==> src/rtl/ahf_input_cond.sv <==
// Two-flop synchronizer plus per-bit debounce for 4 switches and 4 pushbuttons, with press/release pulses and sticky press flags.
// Latency: a held raw change appears DB_LIMIT+2 edges after reaching the pins; all outputs registered, no backpressure.
module ahf_input_cond #(
   parameter int DB_LIMIT = 4,
   parameter int CNT_W    = 8
) (
   input  logic       Clock,
   input  logic       Reset,
   input  logic [3:0] SW_raw,
   input  logic [3:0] PB_raw,
   input  logic [3:0] PB_clr,
   output logic [3:0] SW_out,
   output logic [3:0] PB_out,
   output logic [3:0] PB_press,
   output logic [3:0] PB_rel,
   output logic [3:0] PB_pend
);

   localparam logic [CNT_W-1:0] LIM_M1 = CNT_W'(DB_LIMIT - 1);

   // Bits [3:0] are switches, [7:4] are pushbuttons.
   logic [7:0]       s1;
   logic [7:0]       s2;
   logic [7:0]       lvl;
   logic [7:0]       diff;
   logic [7:0]       accept;
   logic [CNT_W-1:0] cnt [8];
   logic [3:0]       pb_set;

   always_comb begin
      diff   = s2 ^ lvl;
      accept = '0;
      for (int i = 0; i < 8; i++) begin
         accept[i] = diff[i] && (cnt[i] == LIM_M1);
      end
      pb_set = accept[7:4] & s2[7:4];
   end

   always_ff @(posedge Clock) begin
      if (Reset) begin
         s1       <= '0;
         s2       <= '0;
         lvl      <= '0;
         PB_press <= '0;
         PB_rel   <= '0;
         PB_pend  <= '0;
         for (int i = 0; i < 8; i++) begin
            cnt[i] <= '0;
         end
      end else begin
         s1 <= {PB_raw, SW_raw};
         s2 <= s1;
         for (int i = 0; i < 8; i++) begin
            if (!diff[i] || accept[i]) begin
               cnt[i] <= '0;
            end else begin
               cnt[i] <= cnt[i] + CNT_W'(1);
            end
         end
         // Accepting a differing bit means flipping it to the synchronized level.
         lvl      <= lvl ^ accept;
         PB_press <= pb_set;
         PB_rel   <= accept[7:4] & ~s2[7:4];
         // Set wins over a coincident clear.
         PB_pend  <= (PB_pend & ~PB_clr) | pb_set;
      end
   end

   assign SW_out = lvl[3:0];
   assign PB_out = lvl[7:4];

endmodule

==> config.mk <==
export PLATFORM = sky130hd
export DESIGN_NAME = ahf_input_cond
export DESIGN_NICKNAME = d
export VERILOG_FILES = /design/src/rtl/ahf_input_cond.sv
export SDC_FILE = /design/constraint.sdc
export NUM_CORES = 1
export LEC_CHECK = 0
export CAP_MARGIN = 40
export CORE_ASPECT_RATIO = 0.8
export CORE_MARGIN = 5
export CORE_UTILIZATION = 46
export DETAILED_ROUTE_END_ITERATION = 8
export GPL_TIMING_DRIVEN = 0
export PLACE_DENSITY = 0.76
export SYNTH_ARGS = -nofsm -noshare
export SYNTH_HDL_FRONTEND = slang
export SYNTH_SLANG_ARGS = --single-unit
==> constraint.sdc <==
create_clock -name Clock -period 2 [get_ports Clock]
set_input_delay 0.6 -clock Clock [delete_from_list [all_inputs] [get_ports Clock]]
set_output_delay 0.6 -clock Clock [all_outputs]
set_load 0.02 [all_outputs]
Word level (Yosys, flattened, before mapping)
Memories as Yosys holds them, arrays and structs flattened. Index checks and enable logic that the tools add are counted.

Divide/modulo/power cells: 0. Bitwise gates (word level): 24. $mul: 0. $add $sub $neg: 8. $lt $le $gt $ge: 0. Mux-type cells: 66. Equal/unequal tests: 8. Shift-type cells: 0. Reduce and logical (&&, ||, !) cells: 24.

Operator list (number): 8-bit two-way mux (16); 8-bit by 1-bit adder with 8-bit output, second input constant (8); 8-bit by 2-bit == test with 1-bit output, second input constant (8); 1-bit two-way mux (50); 1-bit bitwise OR (16); 8-bit bitwise XOR (2); 4-bit AND (3); 1-bit logical AND (8); 1-bit logical NOT (8); 1-bit logical OR (8); 4-bit inverter (2); 4-bit bitwise OR (1).

Flip-flop bits (word level): 36. Memory bits (read-only): 0. Memories: 1. Latch bits: 0. Logic and storage cells: 137. RAM bits: 64.

Memory list: cnt (depth 8, bits a word 8, rd ports 8, clocked after Yosys merged registers in 0, wr ports 8, line 27) `logic [CNT_W-1:0] cnt [8];`.

Depth between registers and ports, before layout
Gate-level depths: netlist of run 1.

Word-level depth: 8. Depth in mapped cells: 5. Gate-level depth less buffers: 4.

Worst setup path after synthesis of run 1
OpenSTA, ideal clock, no wires.

Kind: reg-to-reg. Start: memory cnt[4][0] (netlist: cnt[1][0]). End: memory cnt[4][2] (netlist: cnt[1][2]), data pin. Arrival: 1.597 ns. Path buffers: 0. Setup time: 0.266 ns. Setup slack: 0.138 ns. Required time: 1.734 ns. Cell stages (with the launch flop): 5. Cell sequence: edfxtp_1 > ha_1 > or4b_2 > o211ai_2 > nor2_1.

RTL lines (line): from (decl) (27).

==> results of run 1 <==
## path summary, 6_finish.rpt
kind,startpoint,to,slack (ns),depth (start not counted)
setup / recovery,flip-flop,PB_out[2],0.04,1
hold / removal,s1[7]$_SDFF_PP0_,s2[7]$_SDFF_PP0_,0.44,1
setup reg to reg,cnt[1][0]$_SDFFCE_PN0P_,cnt[1][0]$_SDFFCE_PN0P_,0.05,4
hold reg to reg,s1[7]$_SDFF_PP0_,s2[7]$_SDFF_PP0_,0.44,1
## sequential cells by signal (all words and copies together), names as in the netlist, named ones only
| name | count |
|---|---|
| PB_pend | 4 |
| PB_press | 4 |
| PB_rel | 4 |
| cnt | 64 |
| s1 | 8 |
| s2 | 8 |
## through the flow
stage          setup TNS [ns]  hold slack, ns  instances  power (mW)  setup WS [ns]
5_1_grt              -0.00821           0.457        672        4.39       -0.00821
2_1_floorplan               0           0.414        483        2.50          0.138
6_report                    0           0.439        672        4.22         0.0355
3_3_place_gp            -8.12           0.420        651        2.57         -0.315
3_5_place_dp            -8.82           0.425        651        2.58         -0.334
4_1_cts                     0           0.442        668        4.25         0.0141
## power groups by stage
stage / registers [mW] / logic (mW) / clock network [mW]
after floorplan: 2.36 / 0.140 / 0
after global placement: 2.38 / 0.192 / 0
after detailed placement: 2.38 / 0.197 / 0
after CTS: 2.34 / 0.203 / 1.71
after global routing: 2.35 / 0.247 / 1.79
final: 2.34 / 0.215 / 1.66
## routing by layer
layer	vias up	share of wire [%]	GRT usage [%]
li1	1716	-	-
met1	1628	47	19.4
met2	73	48	23.9
met3	8	3.8	3.81
met4	0	0.97	6.37
met5	-	0	0
## logic make-up (layout without fill, tap and decap cells)
kind of cell	Yosys count	count (layout)
simple gates	184	184
buf+inv	22	75
compound gates	73	73
fa+ha+maj	8	8
flops	100	100
xor+xnor	32	32
other cells	1	64
## repair_timing
action	CTS	global route
setup buffers	1	4
pin swaps	2	3
hold buffers	0	0
endpoints found under the setup margin	19	38
cloned	0	0
resized for setup	6	7
## area by class of cell
| cell class | count | area (µm²) |
|---|---|---|
| repair buffers | 37 | 358 |
| clock buffers | 14 | 244 |
| inverters | 13 | 48.8 |
| clock inverters | 2 | 35.0 |
| multi-input cells | 361 | 2150 |
| plain buffers | 9 | 36.3 |
| well taps | 136 | 170 |
| flip-flops and latches | 100 | 2640 |
| fillers | 854 | 4010 |
## placed cells by master, fill, tap and decap left out, types with 3 or more instances in the layout
cell type / instances
a211oi_1: 8
a21oi_1: 26
buf_4: 5
clkbuf_1: 12
clkbuf_16: 9
clkdlybuf4s50_1: 29
conb_1: 64
dfxtp_1: 36
edfxtp_1: 64
ha_1: 6
inv_1: 13
nand2_1: 18
nand2b_1: 4
nand3_1: 35
nand4_1: 7
nor2_1: 30
nor2b_1: 17
nor3_1: 10
nor3b_1: 8
nor4b_1: 7
o211ai_4: 3
o21ai_0: 28
or3_1: 28
or4_1: 3
xnor2_1: 9
xor2_1: 23
==> reports/results.txt, run 1 <==
Initial antenna violation count - 0
Max Cap Violations - 0
Final setup violation count - 0
Area contributors post-synth - edfxtp_1 (42%), dfxtp_1 (16%), xor2_1 (4.4%), nand3_1 (3.8%), or3_1 (3.8%)
Netlist cell types - 39
Delay-heaviest family, CP - buffers and inverters
Yosys top cell area share - 41.9%
Routability cong. - 0.850
Gr usage total - 15.0%
Register area share after synthesis - 57.7%
Clk sinks - 100
Most numerous cell in the Yosys netlist - edfxtp_1
Core Box Area - 9690 µm²
Post-Synth Simple-Gate Area - 22.6%
HP Class - flip-flop to flip-flop
Vias in the first global route - 3223
Placed inst area - 5310 µm²
Gate power share - 5.1%
Vias/cell - 5.10
Crit path time final - 1.96 ns
Half-perimeter wire length after placement - 6200 µm
Register bit total from synthesis - 100
Async set-or-reset flop fraction in the synthesized netlist - 0%
Hold Fails Final Rpt - 0
Maximum clock path buffer count - 2
Ys flop type - edfxtp_1
Rel. slew slack - 57.1%
WS Path Type - flip-flop to output port
Residual DRC count - 0
Routed len/inst - 12.8 µm
Pin count of the biggest net entering global routing - 15
Syn. warnings - 0
Max H-tree Level - 3
Area growth syn-to-layout - 24.0%
Sw power - 887 µW
DR pass1 iterations - 4
CTS tree - yes
I/O pin count - 34
Post-Route Skew - 0.00733 ns
Post-synth EDFFs - 64
Via Count - 3425
Crit-path cells - clkdlybuf4s50_1
Routed Antenna Nets - 0
NumNets Final - 553
Outcome - finished, final reports clean
Slowest stage delay, CP - 0.63 ns
LEAKAGE - 2.04 nW
Post-Synth XOR/XNOR Area - 6.12%
Buf/Inv on CP - 1
Mapped Area - 4580 µm²
CTS Buf Count - 9
Antenna Cells - 0
Layout cells sized above 1 - 5.97%
Synth Area in Adders - 2.18%
Grt total ovfl - 0
Tcrit/Tclk final - 98.2%
Port Buffers - 32
Die area - 12100 µm²
Kind of end point of the critical path - output port
DR iter-0 viols - 299
Worst-Margin Slew - 0.643 ns
Largest family of logic cells by synthesized area - simple AND/OR/NAND/NOR gates
Worst-Skew Late Latency - 0.34 ns
Worst setup SP type - flip-flop
Switch share - 21.0%
Cell taking the most area after synthesis - edfxtp_1
Synth Area in Compound Gates - 9.50%
Final Util - 58.7%
First-pass GRT wire length - 14500 µm
Max Clk Rate - 0.509 GHz
Pwr Density - 742 nW/µm²
Slowest CP cell - clkdlybuf4s50_1
Clock root buffer - clkbuf_16
Crit path max fanout - 5
Chip height - 99.3 µm
VDD IR max - 0.589 mV
Most frequent cells after synthesis - edfxtp_1 (64), dfxtp_1 (36), nand3_1 (35)
Initial Util - 47.3%
Final Max Slew Viols - 0
Clock transition at the registers of the reported paths - 0.06 ns
Critical Path RT - 1.40 ns
Worst path arrival time - 1.36 ns
Avg Inst Size Synth - 10.9 µm²
Mux contribution to synthesized area - 0%
Power Internal - 3.33 mW
# rows - 32
Mapped Cells - 420
Clock share of power - 39.4%
Sequential share of power - 55.5%
Drt total wl - 8640 µm
Die Span X - 122 µm
Post-route cell area - 5680 µm²
No activity file was read; power rests on OpenSTA's default activity.
==> run 2: changes to the inputs <==
--- a/config.mk
+++ b/config.mk
@@ -5,13 +5,16 @@
 export SDC_FILE = /design/constraint.sdc
 export NUM_CORES = 1
 export LEC_CHECK = 0
+export ABC_AREA = 1
 export CAP_MARGIN = 40
+export CELL_PAD_IN_SITES_DETAIL_PLACEMENT = 0
+export CELL_PAD_IN_SITES_GLOBAL_PLACEMENT = 1
 export CORE_ASPECT_RATIO = 0.8
 export CORE_MARGIN = 5
-export CORE_UTILIZATION = 46
+export CORE_UTILIZATION = 44
 export DETAILED_ROUTE_END_ITERATION = 8
 export GPL_TIMING_DRIVEN = 0
-export PLACE_DENSITY = 0.76
+export PLACE_DENSITY = 0.9
 export SYNTH_ARGS = -nofsm -noshare
 export SYNTH_HDL_FRONTEND = slang
 export SYNTH_SLANG_ARGS = --single-unit
==> run 2 against run 1 <==
Sequential cell count stayed put. Via count is 8.9% higher. Count of clock-buffer cells in the layout is 1 lower. Critical endpoint is now PB_out[0]. Highest routed layer unchanged.
==> reports/results.txt, run 2 <==
Outcome - finished, final reports clean (unchanged)
Netlist cell types - 29 (was 39)
LEAKAGE - 2.75 nW (was 2.04 nW)
Pin count of the biggest net entering global routing - 16 (was 15)
Area growth syn-to-layout - 21.1% (was 24.0%)
Crit path time final - 1.95 ns (was 1.96 ns)
Max H-tree Level - 3 (unchanged)
Most numerous cell in the Yosys netlist - nand2_1 (was edfxtp_1)
Avg Inst Size Synth - 8.22 µm² (was 10.9 µm²)
Kind of end point of the critical path - output port (unchanged)
WS Path Type - flip-flop to output port (unchanged)
Port Buffers - 33 (was 32)
Mapped Area - 4970 µm² (was 4580 µm²)
Routability cong. - 0.824 (was 0.850)
Layout cells sized above 1 - 9.78% (was 5.97%)
Maximum clock path buffer count - 2 (unchanged)
Syn. warnings - 0 (unchanged)
# rows - 34 (was 32)
# fillers - 1016 (was 854)
Slowest stage delay, CP - 0.63 ns (about the same)
Routed len/inst - 9.83 µm (was 12.8 µm)
Worst-Skew Late Latency - 0.34 ns (about the same)
Post-synth EDFFs - 64 (unchanged)
Final worst slack - 0.0463 ns (was 0.0355 ns)
Initial Util - 45.3% (was 47.3%)
Placed inst area - 5710 µm² (was 5310 µm²)
Vias in the first global route - 3543 (was 3223)
DR pass1 iterations - 4 (unchanged)
Worst path arrival time - 1.35 ns (was 1.36 ns)
Critical Path RT - 1.40 ns (about the same)
Top Registers - cnt (64), s1 (8), s2 (8) (unchanged)
Vias/cell - 4.34 (was 5.10)
Commonest non-fill, non-tap cell in the layout - nand2_1
DR iter-0 viols - 160 (was 299)
Register area share after synthesis - 53.2% (was 57.7%)
Antenna Cells - 0 (unchanged)
Half-perimeter wire length after placement - 6300 µm (was 6200 µm)
Most flops, register - cnt (unchanged)
Multi-input logic area - 2130 µm² (was 2150 µm²)
VDD IR max - 0.411 mV (was 0.589 mV)
Pwr Density - 713 nW/µm² (was 742 nW/µm²)
Worst setup SP type - flip-flop (unchanged)
CTS Buf Count - 9 (unchanged)
Routed Antenna Nets - 0 (unchanged)
Residual DRC count - 0 (unchanged)
Crit path max fanout - 4 (was 5)
Pre-CTS WS - 0.0122 ns (was -0.334 ns)
Hold Fails Final Rpt - 0 (unchanged)
WHS - 0.400 ns (was 0.439 ns)
First-pass GRT wire length - 15300 µm (was 14500 µm)
CTS Hold Bufs - 0 (unchanged)
Core Box Area - 11000 µm² (was 9690 µm²)
Gr usage total - 13.8% (was 15.0%)
Total design power - 4.29 mW (was 4.22 mW)
Grt total ovfl - 0 (unchanged)
Final Max Slew Viols - 0 (unchanged)
Final setup violation count - 0 (unchanged)
I/O pin count - 34 (unchanged)
Via Count - 3731 (was 3425)
Number of flip-flops in the largest register - 64 (unchanged)
Mapped Cells - 604 (was 420)
Cell taking the most area after synthesis - edfxtp_1 (unchanged)
Reg-to-Reg Start - cnt[1][16]$_SDFFCE_PP0P_ (was cnt[1][0]$_SDFFCE_PN0P_)
Delay-heaviest family, CP - buffers and inverters (unchanged)
Chip height - 105 µm (was 99.3 µm)
Ys flop type - edfxtp_1 (unchanged)
TNS Setup - 0 ns (unchanged)
Slowest CP cell - clkdlybuf4s50_1 (unchanged)
Tcrit/Tclk final - 97.7% (was 98.2%)
Unrepaired setup endpoints after global routing - no
Post-route cell area - 6010 µm² (was 5680 µm²)
Die area - 13500 µm² (was 12100 µm²)
Initial antenna violation count - 0 (unchanged)
Async set-or-reset flop fraction in the synthesized netlist - 0% (unchanged)
Hold Crit Start - s1[0]$_SDFF_PP0_ (was s1[7]$_SDFF_PP0_)
Clk sinks - 100 (unchanged)
Clock root buffer - clkbuf_16 (unchanged)
Yosys top cell area share - 38.7% (was 41.9%)
Max Clk Rate - 0.512 GHz (was 0.509 GHz)
Most frequent cells after synthesis - nand2_1 (138), nor2_1 (114), inv_1 (93) (was edfxtp_1 (64), dfxtp_1 (36), nand3_1 (35))
Die Span X - 129 µm (was 122 µm)
Crit-path cells - clkdlybuf4s50_1 (unchanged)
Clock transition at the registers of the reported paths - 0.06 ns (about the same)
Drt total wl - 8450 µm (was 8640 µm)
Register bit total from synthesis - 100 (unchanged)
Post-Route Skew - 0.00505 ns (was 0.00733 ns)
CTS tree - yes (unchanged)
Buf/Inv on CP - 1 (unchanged)
Area contributors post-synth - edfxtp_1 (39%), dfxtp_1 (15%), nand2_1 (10%), nor2_1 (8.6%), inv_1 (7.0%) (was edfxtp_1 (42%), dfxtp_1 (16%), xor2_1 (4.4%), nand3_1 (3.8%), or3_1 (3.8%))
Most frequent cells in the layout - nand2_1 (138), nor2_1 (114), inv_1 (93) (was edfxtp_1 (64), conb_1 (64), dfxtp_1 (36))
NumNets Final - 733 (was 553)
Seq. cell area - 2640 µm² (unchanged)
HP Class - flip-flop to flip-flop (unchanged)
Max Cap Violations - 0 (unchanged)
-- run 2: kinds of logic (layout without fill, tap and decap cells) --
logic type	after synthesis	in the layout	synth area share, %
and+or+nand+nor	341	341	30.0
buffers and inverters	111	160	8.59
DFF	100	100	53.2
AOI/OAI and AO/OA	25	25	2.92
xor gates and xnor gates	18	18	3.17
adders and majority gates	8	8	2.02
other	1	64	0.0755
-- run 2: layout make-up --
| type | count | share of cell area (%) |
|---|---|---|
| repair buffers | 33 | 5.51 |
| inverters | 108 | 6.74 |
| clock inverters | 3 | 0.270 |
| multi-input cells | 456 | 35.5 |
| plain buffers | 3 | 0.354 |
| well taps | 144 | 3.00 |
| clock buffers | 13 | 4.70 |
| flip-flops and latches | 100 | 43.9 |
-- run 2: per-stage QoR --
stage | instances | utilization [%]
after floorplan | 667 | -
after global placement | 844 | 52.1
after detailed placement | 844 | 52.1
after CTS | 860 | 54.8
after global routing | 860 | 54.8
final | 860 | 54.8
-- run 2: worst paths after layout --
| path | cells after the start | slack (ns) | end |
|---|---|---|---|
| max reg2reg | 8 | 0.53 | cnt[1][23]$_SDFFCE_PP0P_ |
| min reg2reg | 2 | 0.40 | s2[0]$_SDFF_PP0_ |
| min | 2 | 0.40 | s2[0]$_SDFF_PP0_ |
| max | 1 | 0.05 | PB_out[0] |
-- run 2: timing repair --
item | in CTS | in global routing
setup buffers | 0 | 0
cloned | 0 | 0
resized for setup | 1 | 1
endpoints found under the setup margin | 1 | 1
pin swaps | 0 | 0
-- run 2: worst register-to-register path, cell delays in order, from the launching register on --
cell      delay (ns)
edfxtp_1        0.39
ha_1            0.21
inv_1           0.05
nor2_1          0.09
nand2_1         0.07
nor2_2          0.17
nor2_2          0.07
inv_2           0.11
nor2_1          0.06
-- run 2: routing by layer --
metal | up-vias | track usage [%] | part of all wire (%)
li1 | 2023 | - | -
met1 | 1653 | 17.7 | 49
met2 | 43 | 22.5 | 45
met5 | - | 0 | 0
met3 | 12 | 3.88 | 4.1
met4 | 0 | 4.65 | 1.7
-- run 2: report_power, final --
group | internal [mW] | switching [mW] | leakage [nW] | total, mW
logic | 0.0967 | 0.147 | 1.65 | 0.243
registers | 2.27 | 0.0626 | 0.954 | 2.33
clock network | 0.990 | 0.726 | 0.144 | 1.72
==> run 3: changes to the inputs <==
--- a/config.mk
+++ b/config.mk
@@ -9,9 +9,10 @@
 export CAP_MARGIN = 40
 export CELL_PAD_IN_SITES_DETAIL_PLACEMENT = 0
 export CELL_PAD_IN_SITES_GLOBAL_PLACEMENT = 1
-export CORE_ASPECT_RATIO = 0.8
+export CORE_ASPECT_RATIO = 1.2
 export CORE_MARGIN = 5
 export CORE_UTILIZATION = 44
+export CTS_CLUSTER_DIAMETER = 150
 export DETAILED_ROUTE_END_ITERATION = 8
 export GPL_TIMING_DRIVEN = 0
 export PLACE_DENSITY = 0.9
==> run 3 against run 2 <==
Sequential power about the same. Clock skew up 0.0030 ns. Die area about the same. Register-to-register slack better by 0.02 ns. Design area is 0.29% lower. Hold slack barely moved. Power fell by 0.88%. Critical endpoint is now PB_out[2]. Clock power is 2% lower.
==> reports/results.txt, run 3 (synthesis results as in run 2) <==
LEAKAGE - 2.82 nW (was 2.75 nW)
Area growth syn-to-layout - 20.7% (was 21.1%)
Final worst slack - 0.0823 ns (was 0.0463 ns)
TNS Setup - 0 ns (unchanged)
Routability cong. - 0.776 (was 0.824)
Core Box Area - 11000 µm² (about the same)
Clock root buffer - clkbuf_16 (unchanged)
Max Cap Violations - 0 (unchanged)
Half-perimeter wire length after placement - 6320 µm (was 6300 µm)
Met1 WL - 3990 µm (was 4160 µm)
Buf/Inv on CP - 1 (unchanged)
Routed Antenna Nets - 0 (unchanged)
Delay-heaviest family, CP - buffers and inverters (unchanged)
Maximum clock path buffer count - 2 (unchanged)
I/O pin count - 34 (unchanged)
Final Max Slew Viols - 0 (unchanged)
Commonest non-fill, non-tap cell in the layout - nand2_1 (unchanged)
DR pass1 iterations - 4 (unchanged)
Die Span X - 107 µm (was 129 µm)
Register-to-register setup slack - 0.55 ns (was 0.53 ns)
Routed len/inst - 9.73 µm (was 9.83 µm)
Initial antenna violation count - 0 (unchanged)
Unrepaired setup endpoints after global routing - no (unchanged)
Final Util - 54.3% (was 54.8%)
CTS resizes - 0 (was 1)
Port Buffers - 33 (unchanged)
Grt total ovfl - 0 (unchanged)
DR WL met3 - 276 µm (was 346 µm)
Crit-path cells - clkdlybuf4s50_1 (unchanged)
Max Clk Rate - 0.521 GHz (was 0.512 GHz)
Pre-CTS WS - 0.0165 ns (was 0.0122 ns)
WS Path Type - flip-flop to output port (unchanged)
Highest Signal Layer - met4 (unchanged)
WHS - 0.400 ns (about the same)
Most flops, register - cnt (unchanged)
Pin count of the biggest net entering global routing - 16 (unchanged)
Final setup violation count - 0 (unchanged)
Residual DRC count - 0 (unchanged)
Worst path arrival time - 1.32 ns (was 1.35 ns)
Number of flip-flops in the largest register - 64 (unchanged)
DR iter-0 viols - 131 (was 160)
Chip height - 126 µm (was 105 µm)
Slowest stage delay, CP - 0.62 ns (was 0.63 ns)
Max H-tree Level - 3 (unchanged)
Via Count - 3722 (was 3731)
Clk sinks - 100 (unchanged)
Vias/cell - 4.39 (was 4.34)
Outcome - finished, final reports clean (unchanged)
NumNets Final - 733 (unchanged)
CTS tree - yes (unchanged)
CTS Hold Bufs - 0 (unchanged)
First-pass GRT wire length - 15100 µm (was 15300 µm)
CTS Buf Count - 9 (unchanged)
Total design power - 4.25 mW (was 4.29 mW)
Crit path max fanout - 4 (unchanged)
Gr usage total - 13.7% (was 13.8%)
VDD IR max - 0.365 mV (was 0.411 mV)
Post-CTS setup buffer count - 0 (unchanged)
Top Registers - cnt (64), s1 (8), s2 (8) (unchanged)
Vias in the first global route - 3576 (was 3543)
Layout cells sized above 1 - 9.92% (was 9.78%)
WL met2 - 3830 µm (was 3810 µm)
HP Class - flip-flop to flip-flop (unchanged)
Die area - 13500 µm² (about the same)
Drt total wl - 8250 µm (was 8450 µm)
# rows - 42 (was 34)
Clock transition at the registers of the reported paths - 0.06 ns (about the same)
Most frequent cells in the layout - nand2_1 (138), nor2_1 (114), inv_1 (93) (unchanged)
Post-Route Skew - 0.00809 ns (was 0.00505 ns)
Worst setup SP type - flip-flop (unchanged)
Antenna Cells - 0 (unchanged)
Initial Util - 45.0% (was 45.3%)
Hold Fails Final Rpt - 0 (unchanged)
Pwr Density - 709 nW/µm² (was 713 nW/µm²)
Kind of end point of the critical path - output port (unchanged)
Slowest CP cell - clkdlybuf4s50_1 (unchanged)
Worst-Skew Late Latency - 0.34 ns (about the same)
Tcrit/Tclk final - 95.9% (was 97.7%)
Crit path time final - 1.92 ns (was 1.95 ns)
Critical Path RT - 1.40 ns (about the same)
run 3: cell count changes in the layout (fill, tap and decap cells not counted):
cell             previous run  this run
dlymetal6s2s_1              1         5
clkbuf_16                  11         9
clkdlybuf4s50_1            31        28
dlygate4sd2_1               1         0
clkinv_2                    1         3
clkinv_1                    1         0
bufinv_16                   0         1
run 3: path summary, 6_finish.rpt:
check	from	cells past startpoint	to
worst max-delay path	flip-flop	1	PB_out[2]
worst min-delay path	s1[1]$_SDFF_PP0_	2	s2[1]$_SDFF_PP0_
worst max register to register	cnt[1][16]$_SDFFCE_PP0P_	8	cnt[1][23]$_SDFFCE_PP0P_
worst min register to register	s1[1]$_SDFF_PP0_	2	s2[1]$_SDFF_PP0_
run 3: report_power, final:
| part | internal (mW) | total (mW) | switching [mW] |
|---|---|---|---|
| logic | 0.0966 | 0.244 | 0.147 |
| clock network | 0.964 | 1.68 | 0.715 |
| registers | 2.27 | 2.33 | 0.0618 |
| total | 3.33 | 4.25 | 0.924 |
run 3: area by class of cell:
type                       count  area [µm²]
clock buffer                  11         233
buffer                         3        21.3
fill                        1050        5040
multi-input combinational    456        2130
inverter                     108         405
clock inverter                 5        52.6
timing repair buffer          33         343
tap                          132         165
sequential                   100        2640
run 3: per-layer routing:
| metal | up-vias | global-route usage (%) |
|---|---|---|
| met5 | - | 0 |
| met4 | 0 | 5.72 |
| met3 | 12 | 3.40 |
| met2 | 43 | 22.6 |
| met1 | 1648 | 17.2 |
| li1 | 2019 | - |
run 3: metrics by stage:
stage / instances / area (µm²)
detailed placement: 832 / 5700
floorplan: 667 / 5200
CTS: 848 / 5980
global placement: 832 / 5700
finish: 848 / 6000
global route: 848 / 6000
run 3: worst reg2reg max path, stage by stage, from the launching register on:
cell and delay [ns]:
edfxtp_1 0.39, ha_1 0.22, inv_1 0.05, nor2_1 0.08, nand2_1 0.07, nor2_2 0.17
nor2_2 0.06, inv_2 0.11, nor2_1 0.07
